## src/rtl/timer_countdown.sv

```systemverilog
// Four-digit BCD MM:SS countdown timer fed by keypad digit strobes and a 1 Hz tick.
// Input edges act on the same clock they are sampled; outputs are purely registered.
module timer_countdown (
  input  logic       clk,
  input  logic       clearn,
  input  logic [3:0] d,
  input  logic       loadn,
  input  logic       pgt_1Hz,
  input  logic       startn,
  input  logic       stopn,
  output logic [3:0] min_tens,
  output logic [3:0] min_ones,
  output logic [3:0] sec_tens,
  output logic [3:0] sec_ones,
  output logic       running,
  output logic       done
);

  localparam logic [1:0] ST_IDLE  = 2'd0;
  localparam logic [1:0] ST_RUN   = 2'd1;
  localparam logic [1:0] ST_PAUSE = 2'd2;
  localparam logic [1:0] ST_DONE  = 2'd3;

  logic [1:0] r_state;
  logic [3:0] r_mt, r_mo, r_st, r_so;
  logic       r_loadn_q, r_startn_q, r_stopn_q, r_pgt_q;

  logic       w_load_ev, w_start_ev, w_stop_ev, w_tick_ev;
  logic       w_d_ok, w_time_zero, w_dec_zero;
  logic [3:0] w_dec_mt, w_dec_mo, w_dec_st, w_dec_so;

  assign w_load_ev   = r_loadn_q  & ~loadn;
  assign w_start_ev  = r_startn_q & ~startn;
  assign w_stop_ev   = r_stopn_q  & ~stopn;
  assign w_tick_ev   = ~r_pgt_q   & pgt_1Hz;
  assign w_d_ok      = (d <= 4'd9);
  assign w_time_zero = ({r_mt, r_mo, r_st, r_so} == 16'h0000);

  // Only a borrow reloads sec_tens to 5, so keyed values 6-9 count down as-is.
  always_comb begin
    w_dec_mt = r_mt;
    w_dec_mo = r_mo;
    w_dec_st = r_st;
    w_dec_so = r_so;
    if (r_so != 4'd0) begin
      w_dec_so = r_so - 4'd1;
    end else begin
      w_dec_so = 4'd9;
      if (r_st != 4'd0) begin
        w_dec_st = r_st - 4'd1;
      end else begin
        w_dec_st = 4'd5;
        if (r_mo != 4'd0) begin
          w_dec_mo = r_mo - 4'd1;
        end else begin
          w_dec_mo = 4'd9;
          w_dec_mt = r_mt - 4'd1;
        end
      end
    end
    w_dec_zero = ({w_dec_mt, w_dec_mo, w_dec_st, w_dec_so} == 16'h0000);
  end

  always_ff @(posedge clk or negedge clearn) begin
    if (!clearn) begin
      r_loadn_q  <= 1'b1;
      r_startn_q <= 1'b1;
      r_stopn_q  <= 1'b1;
      r_pgt_q    <= 1'b0;
    end else begin
      r_loadn_q  <= loadn;
      r_startn_q <= startn;
      r_stopn_q  <= stopn;
      r_pgt_q    <= pgt_1Hz;
    end
  end

  // Event priority on any one edge: stop, then start, then tick, then load.
  always_ff @(posedge clk or negedge clearn) begin
    if (!clearn) begin
      r_state <= ST_IDLE;
      r_mt    <= 4'd0;
      r_mo    <= 4'd0;
      r_st    <= 4'd0;
      r_so    <= 4'd0;
    end else begin
      case (r_state)
        ST_IDLE: begin
          if (w_stop_ev) begin
            {r_mt, r_mo, r_st, r_so} <= 16'h0000;
          end else if (w_start_ev) begin
            if (!w_time_zero) r_state <= ST_RUN;
          end else if (w_load_ev && w_d_ok) begin
            {r_mt, r_mo, r_st, r_so} <= {r_mo, r_st, r_so, d};
          end
        end
        ST_RUN: begin
          if (w_stop_ev) begin
            r_state <= ST_PAUSE;
          end else if (w_tick_ev) begin
            {r_mt, r_mo, r_st, r_so} <= {w_dec_mt, w_dec_mo, w_dec_st, w_dec_so};
            if (w_dec_zero) r_state <= ST_DONE;
          end
        end
        ST_PAUSE: begin
          if (w_stop_ev) begin
            {r_mt, r_mo, r_st, r_so} <= 16'h0000;
            r_state <= ST_IDLE;
          end else if (w_start_ev) begin
            r_state <= ST_RUN;
          end
        end
        default: begin
          if (w_stop_ev) begin
            r_state <= ST_IDLE;
          end else if (!w_start_ev && w_load_ev && w_d_ok) begin
            {r_mt, r_mo, r_st, r_so} <= {12'h000, d};
            r_state <= ST_IDLE;
          end
        end
      endcase
    end
  end

  assign min_tens = r_mt;
  assign min_ones = r_mo;
  assign sec_tens = r_st;
  assign sec_ones = r_so;
  assign running  = (r_state == ST_RUN);
  assign done     = (r_state == ST_DONE);

endmodule

```

## config.mk

```make
export PLATFORM = sky130hd
export DESIGN_NAME = timer_countdown
export DESIGN_NICKNAME = d
export VERILOG_FILES = /design/src/rtl/timer_countdown.sv
export SDC_FILE = /design/constraint.sdc
export NUM_CORES = 1
export LEC_CHECK = 0
export ABC_AREA = 1
export ABC_CLOCK_PERIOD_IN_PS = 1600
export BUFFER_PORTS_ARGS = -buffer_cell sky130_fd_sc_hd__buf_2
export CORE_MARGIN = 3
export CORE_UTILIZATION = 49
export DETAILED_ROUTE_END_ITERATION = 6
export GPL_ROUTABILITY_DRIVEN = 0
export GPL_TIMING_DRIVEN = 0
export PLACE_DENSITY = 0.75
export SYNTH_ARGS = -nofsm -noshare
export SYNTH_HDL_FRONTEND = slang
export SYNTH_SLANG_ARGS = --single-unit
```

## constraint.sdc

```tcl
create_clock -name clk -period 1.6 [get_ports clk]
set_input_delay 0.08 -clock clk [delete_from_list [all_inputs] [get_ports clk]]
set_output_delay 0.08 -clock clk [all_outputs]
set_load 0.02 [all_outputs]
```

# Word level (Yosys, flattened, before mapping)
# Cells that the tools add are included.
dict set report totals {
  ram_bits 0
  reg_bits 22
  elab_cells 100
  latch_bits 0
  mem_count 0
  romBits 0
  out_inout_bits 18
}
dict set report classes {
  add_sub_neg 4
  multipliers 0
  reduce_logical 14
  bitwise 8
  n_eq_ne 15
  muxes 49
  div 0
  shift 0
  order_cmp 1
}
# cell n
set op_table {}
lappend op_table {{two-way mux 4 bit} 34}
lappend op_table {{case mux 4 bit (3 select lines)} 4}
lappend op_table {{zero test 16 bit} 2}
lappend op_table {{two-way mux 2 bit} 10}
lappend op_table {{nonzero test 4 bit} 4}
lappend op_table {{subtractor 4 x 1 -> 4 bit, second input constant} 4}
lappend op_table {{AND reduction 7 bit} 2}
lappend op_table {{!= test 2 bit, second input constant} 5}
lappend op_table {{!= test 3 x 1 -> 1 bit, second input constant} 3}
lappend op_table {{!= test 3 bit, second input constant} 3}
lappend op_table {{case mux 2 bit (3 select lines)} 1}
lappend op_table {{nonzero test 5 bit} 1}
lappend op_table {{AND 1 bit} 4}
lappend op_table {{equality test 2 bit, second input constant} 2}
lappend op_table {{less-or-equal comparator 4 bit, second input constant} 1}
lappend op_table {{inverter 1 bit} 4}
lappend op_table {{logical AND 1 bit} 3}
lappend op_table {{equality test 2 x 1 -> 1 bit, second input constant} 1}
lappend op_table {{zero test 2 bit} 1}
lappend op_table {{!= test 2 x 1 -> 1 bit, second input constant} 1}
lappend op_table {{zero test 1 bit} 1}

# Depth between registers and ports, before layout
dict set report depth {
  ltp_word 9
  ltp_mapped 14
  depth_no_buf 14
}

# Worst setup path after synthesis
# OpenSTA, ideal clock, no wires.
dict set report synth_path {
  path_type {reg-to-reg}
  from {reg r_st[0] (netlist: sec_tens[0])}
  to {reg r_state[1]}
  path_buffers 0
  path_slack_ns -0.011
  stages_incl_launch_ff 14
  synth_period_minus_slack_ns 1.611
  setup_ns 0.066
  t_arrival_ns 1.545
  cell_sequence {dfrtp_1 nor2_1 nand2_1 nor2_8 nand2_1 nand2_1 nand2_1 nor2_1 nand2_1 nor2_1 nand2_1 nand2_1 nand3_1 nand2_1}
}
dict set report synth_between {
  elab_chain_cells 6
}
# item line
set synth_rtl {}
lappend synth_rtl {{start: declaration} 25} ;# logic [3:0] r_mt, r_mo, r_st, r_so;
lappend synth_rtl {{start signal: assignment} 94} ;# {r_mt, r_mo, r_st, r_so} <= {r_mo, r_st, r_so, d};
lappend synth_rtl {{start signal: assignment} 101} ;# {r_mt, r_mo, r_st, r_so} <= {w_dec_mt, w_dec_mo, w_dec_st, w_dec_so};
lappend synth_rtl {{start signal: assignment} 117} ;# {r_mt, r_mo, r_st, r_so} <= {12'h000, d};
lappend synth_rtl {{subtractor 4 x 1 -> 4 bit / nonzero test 4 bit (equally long branches)} {50, 49}}
lappend synth_rtl {{two-way mux 4 bit} 49} ;# if (r_st != 4'd0) begin
lappend synth_rtl {{two-way mux 4 bit} 45} ;# if (r_so != 4'd0) begin
lappend synth_rtl {{zero test 16 bit} 61} ;# w_dec_zero = ({w_dec_mt, w_dec_mo, w_dec_st, w_dec_so} == 16'h0000);
lappend synth_rtl {{!= test 3 x 1 -> 1 bit (no source line)} -}
lappend synth_rtl {{AND reduction 7 bit (no source line) (*)} -}
lappend synth_rtl {{end signal: assignment} 81} ;# r_state <= ST_IDLE;
lappend synth_rtl {{end signal: assignment} 92} ;# if (!w_time_zero) r_state <= ST_RUN;
lappend synth_rtl {{end signal: assignment} 99} ;# r_state <= ST_PAUSE;
lappend synth_rtl {{end: declaration} 24} ;# logic [1:0] r_state;
# Mark *: on every way between the ends. The rest lies on a longest branch, timed or not.
# A chain may end at the register's enable or synchronous reset.

# Worst setup path in the final report
dict set report layout_path {
  from {reg r_st[1] (netlist: sec_tens[1])}
  to {reg r_state[1]}
}
# The elaborated chain is that of the path after synthesis.

==> impl_metrics.csv <==
group,metric,value,unit
clock_network,cts_buffers,3,
logic_synthesis,syn_area,1480,um^2
pwr,p_total,4400,uW
critical_path,crit_path_end_kind,"flip-flop",
final_layout,antenna_cells,0,
floorplanning,coreArea,2830,um^2
critical_path,cpMostUsedCell,"nand2_1",
logic_synthesis,ys_ff_latch,22,
final_layout,synthToLayoutAreaGrowth,45.8,%
floorplanning,rows,19,
place,portBuffers,27,
clock_network,cts.path.max_buffers,2,
clock_network,clk_pin_slew,0.12,ns
detailed_routing,wl_per_cell,14.7,um
logic_synthesis,synth_flop_cell,"dfrtp_1",
pwr,clock_power_share,7.3,%
timing,period_share,105,%
critical_path,max_stage_delay,0.45,ns
final_layout,fin_area,2160,um^2
logic_synthesis,yosysWarnings,0,
detailed_routing,vias,1700,
clock_network,clk_latency,0.32,ns
run_status,outcome,"finished with violations",
critical_path,criticalPathCategory,"flip-flop to flip-flop",
run_status,violations,"setup timing",
timing,hold_viol_final,0,
place,dpl.cell_count,271,
detailed_routing,wl,4500,um
timing,slew_headroom,67.6,%
timing,final.setup.worst_slack,-0.0807,ns
grt,grt_util_all_layers,24.1,%
floorplanning,die-width,61.0,um
logic_synthesis,syn-mean-instance-area,6.96,um^2
detailed_routing,routed_via_density,5.56,
floorplanning,die_h,61.0,um
timing,rsz0062_at_grt,"true",
final_layout,drive_above_1_share,43.6,%
place,dpl_cell_area,1660,um^2
pwr,power_frac_comb,71.5,%
critical_path,crit_path_start_kind,"flip-flop",
critical_path,crit_path_top_delay_cell,"dfrtp_1",
critical_path,arrival,1.90,ns
pwr,p_int,2150,uW
detailed_routing,drc_errors,0,
timing,fin_crit,1.68,ns
pwr,pwr-share-seq,21.1,%
timing,worst_pin_slew,0.486,ns
logic_synthesis,netlist_instances,213,
grt,grt_pass1_wl,6700,um
worst_hold_path,holdCritPathClass,"input pin to flip-flop",
clock_network,cts_sinks,22,
pwr,power_switching,2260,uW
floorplanning,io_pins,28,
logic_synthesis,synth-edff-count,0,
job,cap_viol_max_count,0,
timing,holdWs,0.0572,ns
pwr,switching_share,51.3,%
clock_network,root_buffer,"clkbuf_4",
place,place_hpwl,2660,um
detailed_routing,drtIter0Drc,70,
clock_network,h-tree-depth,1,
grt,grt_overflow,0,
critical_path,required,1.82,ns
timing,max_freq,595,MHz
final_layout,fin_nets,288,
grt,antenna_found_initial,0,
timing,finalMaxSlewViolations,0,
clock_network,cts_tree,"done",
floorplanning,start_util,52.4,%
detailed_routing,postRouteAntennaNets,0,
detailed_routing,drt_first_pass_iters,5,
pwr,powerDensity,2040,nW/um^2
critical_path,cp_top_family,"simple AND/OR/NAND/NOR gates",
critical_path,worst-path-buf-inv,2,
timing,finalSetupViolCount,2,
logic_synthesis,synthDistinctLibCells,29,
floorplanning,die-area,3720,um^2
final_layout,layout.cells.non_filler,306,
critical_path,worst-path-max-fanout,2,
critical_path,crit_chain,"nor2_4, buf_4, inv_1, nor2_2, xor2_1, nor2_1, nand2_1, nor2_1, nand2_1, nand2_1, nand3_1, nand2_1",
logic_synthesis,synth_nets,225,
place,place_worst_setup_slack,-0.263,ns
grt,grt_pass1_vias,1540,
logic_synthesis,yosysSeqAreaShare,37.4,%
logic_synthesis,async_reset_ff_share,100,%
pwr,p_leak,0.00112,uW
timing,clock_skew,0.00762,ns
grt,grt_max_degree,23,
pwr,vdd_ir_drop_max,1.10,mV
worst min-delay path: stages:
cell	delay, ns
buf_2	0.09
a32oi_1	0.07
o21ai_2	0.10
cell families after synthesis:
family | count (synthesis) | synth area share (%)
simple gates | 104 | 31.8
fa+ha+maj | 2 | 1.69
compound gates | 43 | 17.4
xor+xnor | 2 | 1.18
flops | 22 | 37.4
buf+inv | 40 | 10.5
cell type report:
class / count / area [um^2]
multi-input combinational: 152 / 941
fill: 181 / 669
sequential: 22 / 562
tap: 31 / 38.8
clock buffer: 4 / 36.3
inverter: 37 / 146
buffer: 3 / 37.5
timing repair buffer: 57 / 398
routing by layer:
| metal | vias up | share of wire, % | wire length [um] | GRT usage, % |
|---|---|---|---|---|
| met1 | 775 | 43 | 1950 | 32.2 |
| met3 | 16 | 6.7 | 303 | 3.40 |
| li1 | 816 | - | - | - |
| met5 | - | 0 | 0 | 0 |
| met4 | 0 | 2.8 | 125 | 7.74 |
| met2 | 93 | 47 | 2120 | 40.0 |
cells in the final DEF, fill, tap and decap left out, types with 2 or more instances in the layout:
master	Yosys	layout
dlygate4sd3_1	0	5
nand2_4	1	5
xor2_1	2	2
nand4_1	3	3
nand3b_1	2	2
a21oi_1	2	2
dfrtp_2	0	6
nor2_2	3	7
nand2_2	2	10
dfstp_2	3	3
buf_6	0	4
o21ai_0	13	5
inv_2	2	5
buf_4	0	22
nor2_1	26	17
ha_1	2	2
inv_1	34	30
clkbuf_4	0	3
nor2_4	2	8
nand3_1	9	9
a22oi_1	7	6
o21ai_2	1	10
buf_2	3	27
dfrtp_1	19	13
o22ai_1	8	7
nand2_1	54	42
o21ai_1	8	7
power groups by stage:
stage / combinational (uW) / clock (uW) / sequential (uW)
2_1_floorplan: 1350 / 0 / 1080
3_3_place_gp: 1960 / 0 / 959
3_5_place_dp: 1980 / 0 / 964
4_1_cts: 2530 / 328 / 906
5_1_grt: 3410 / 356 / 952
6_report: 3150 / 323 / 930
cells in the mapped netlist, types with 2 or more instances:
cell / n / area, um^2
nand2_2: 2 / 12.5
a21oi_1: 2 / 10.0
nand3b_1: 2 / 15.0
nor2_4: 2 / 22.5
nand3_1: 9 / 45.0
ha_1: 2 / 25.0
nor2_1: 26 / 97.6
inv_2: 2 / 7.51
o21ai_1: 8 / 40.0
dfstp_2: 3 / 78.8
a22oi_1: 7 / 52.6
inv_1: 34 / 128
nor2_2: 3 / 18.8
o22ai_1: 8 / 50.1
dfrtp_1: 19 / 475
o21ai_0: 13 / 65.1
nand4_1: 3 / 18.8
xor2_1: 2 / 17.5
nand2_1: 54 / 203
buf_2: 3 / 15.0
state kept, by name, summed over array words and instances (netlist names):
name,count
sec_ones,4
r_startn_q,1
sec_tens,4
min_ones,4
min_tens,4
r_loadn_q,1
r_state,2
r_pgt_q,1
r_stopn_q,1
worst paths after layout:
| path | endpoint | cells after the start | slack, ns | start |
|---|---|---|---|---|
| setup reg to reg | r_state[1] | 12 | -0.08 | sec_tens[1] |
| min in group asynchronous | min_ones[0] | 2 | 0.23 | clearn |
| hold / removal | sec_ones[2] | 3 | 0.06 | d[2] |
| max in group asynchronous | r_state[1] | 2 | 1.01 | clearn |
| hold reg to reg | min_tens[1] | 2 | 0.59 | min_tens[1] |
| setup / recovery | r_state[1] | 12 | -0.08 | sec_tens[1] |
stage by stage:
stage / utilization (%) / TNS (ns)
2_1_floorplan: - / 0
3_3_place_gp: 58.6 / -2.58
3_5_place_dp: 58.6 / -2.86
4_1_cts: 70.0 / -0.0229
5_1_grt: 76.3 / -1.31
6_report: 76.3 / -0.0970
timing repair:
item,in CTS,in global routing
hold buffers,5,0
setup endpoints to repair,18,19
buffers inserted,20,3
pin swaps,11,11
gates resized for setup,27,43
hold endpoints to repair,23,0
gates cloned,1,2
(Power assumes the default switching activity.)
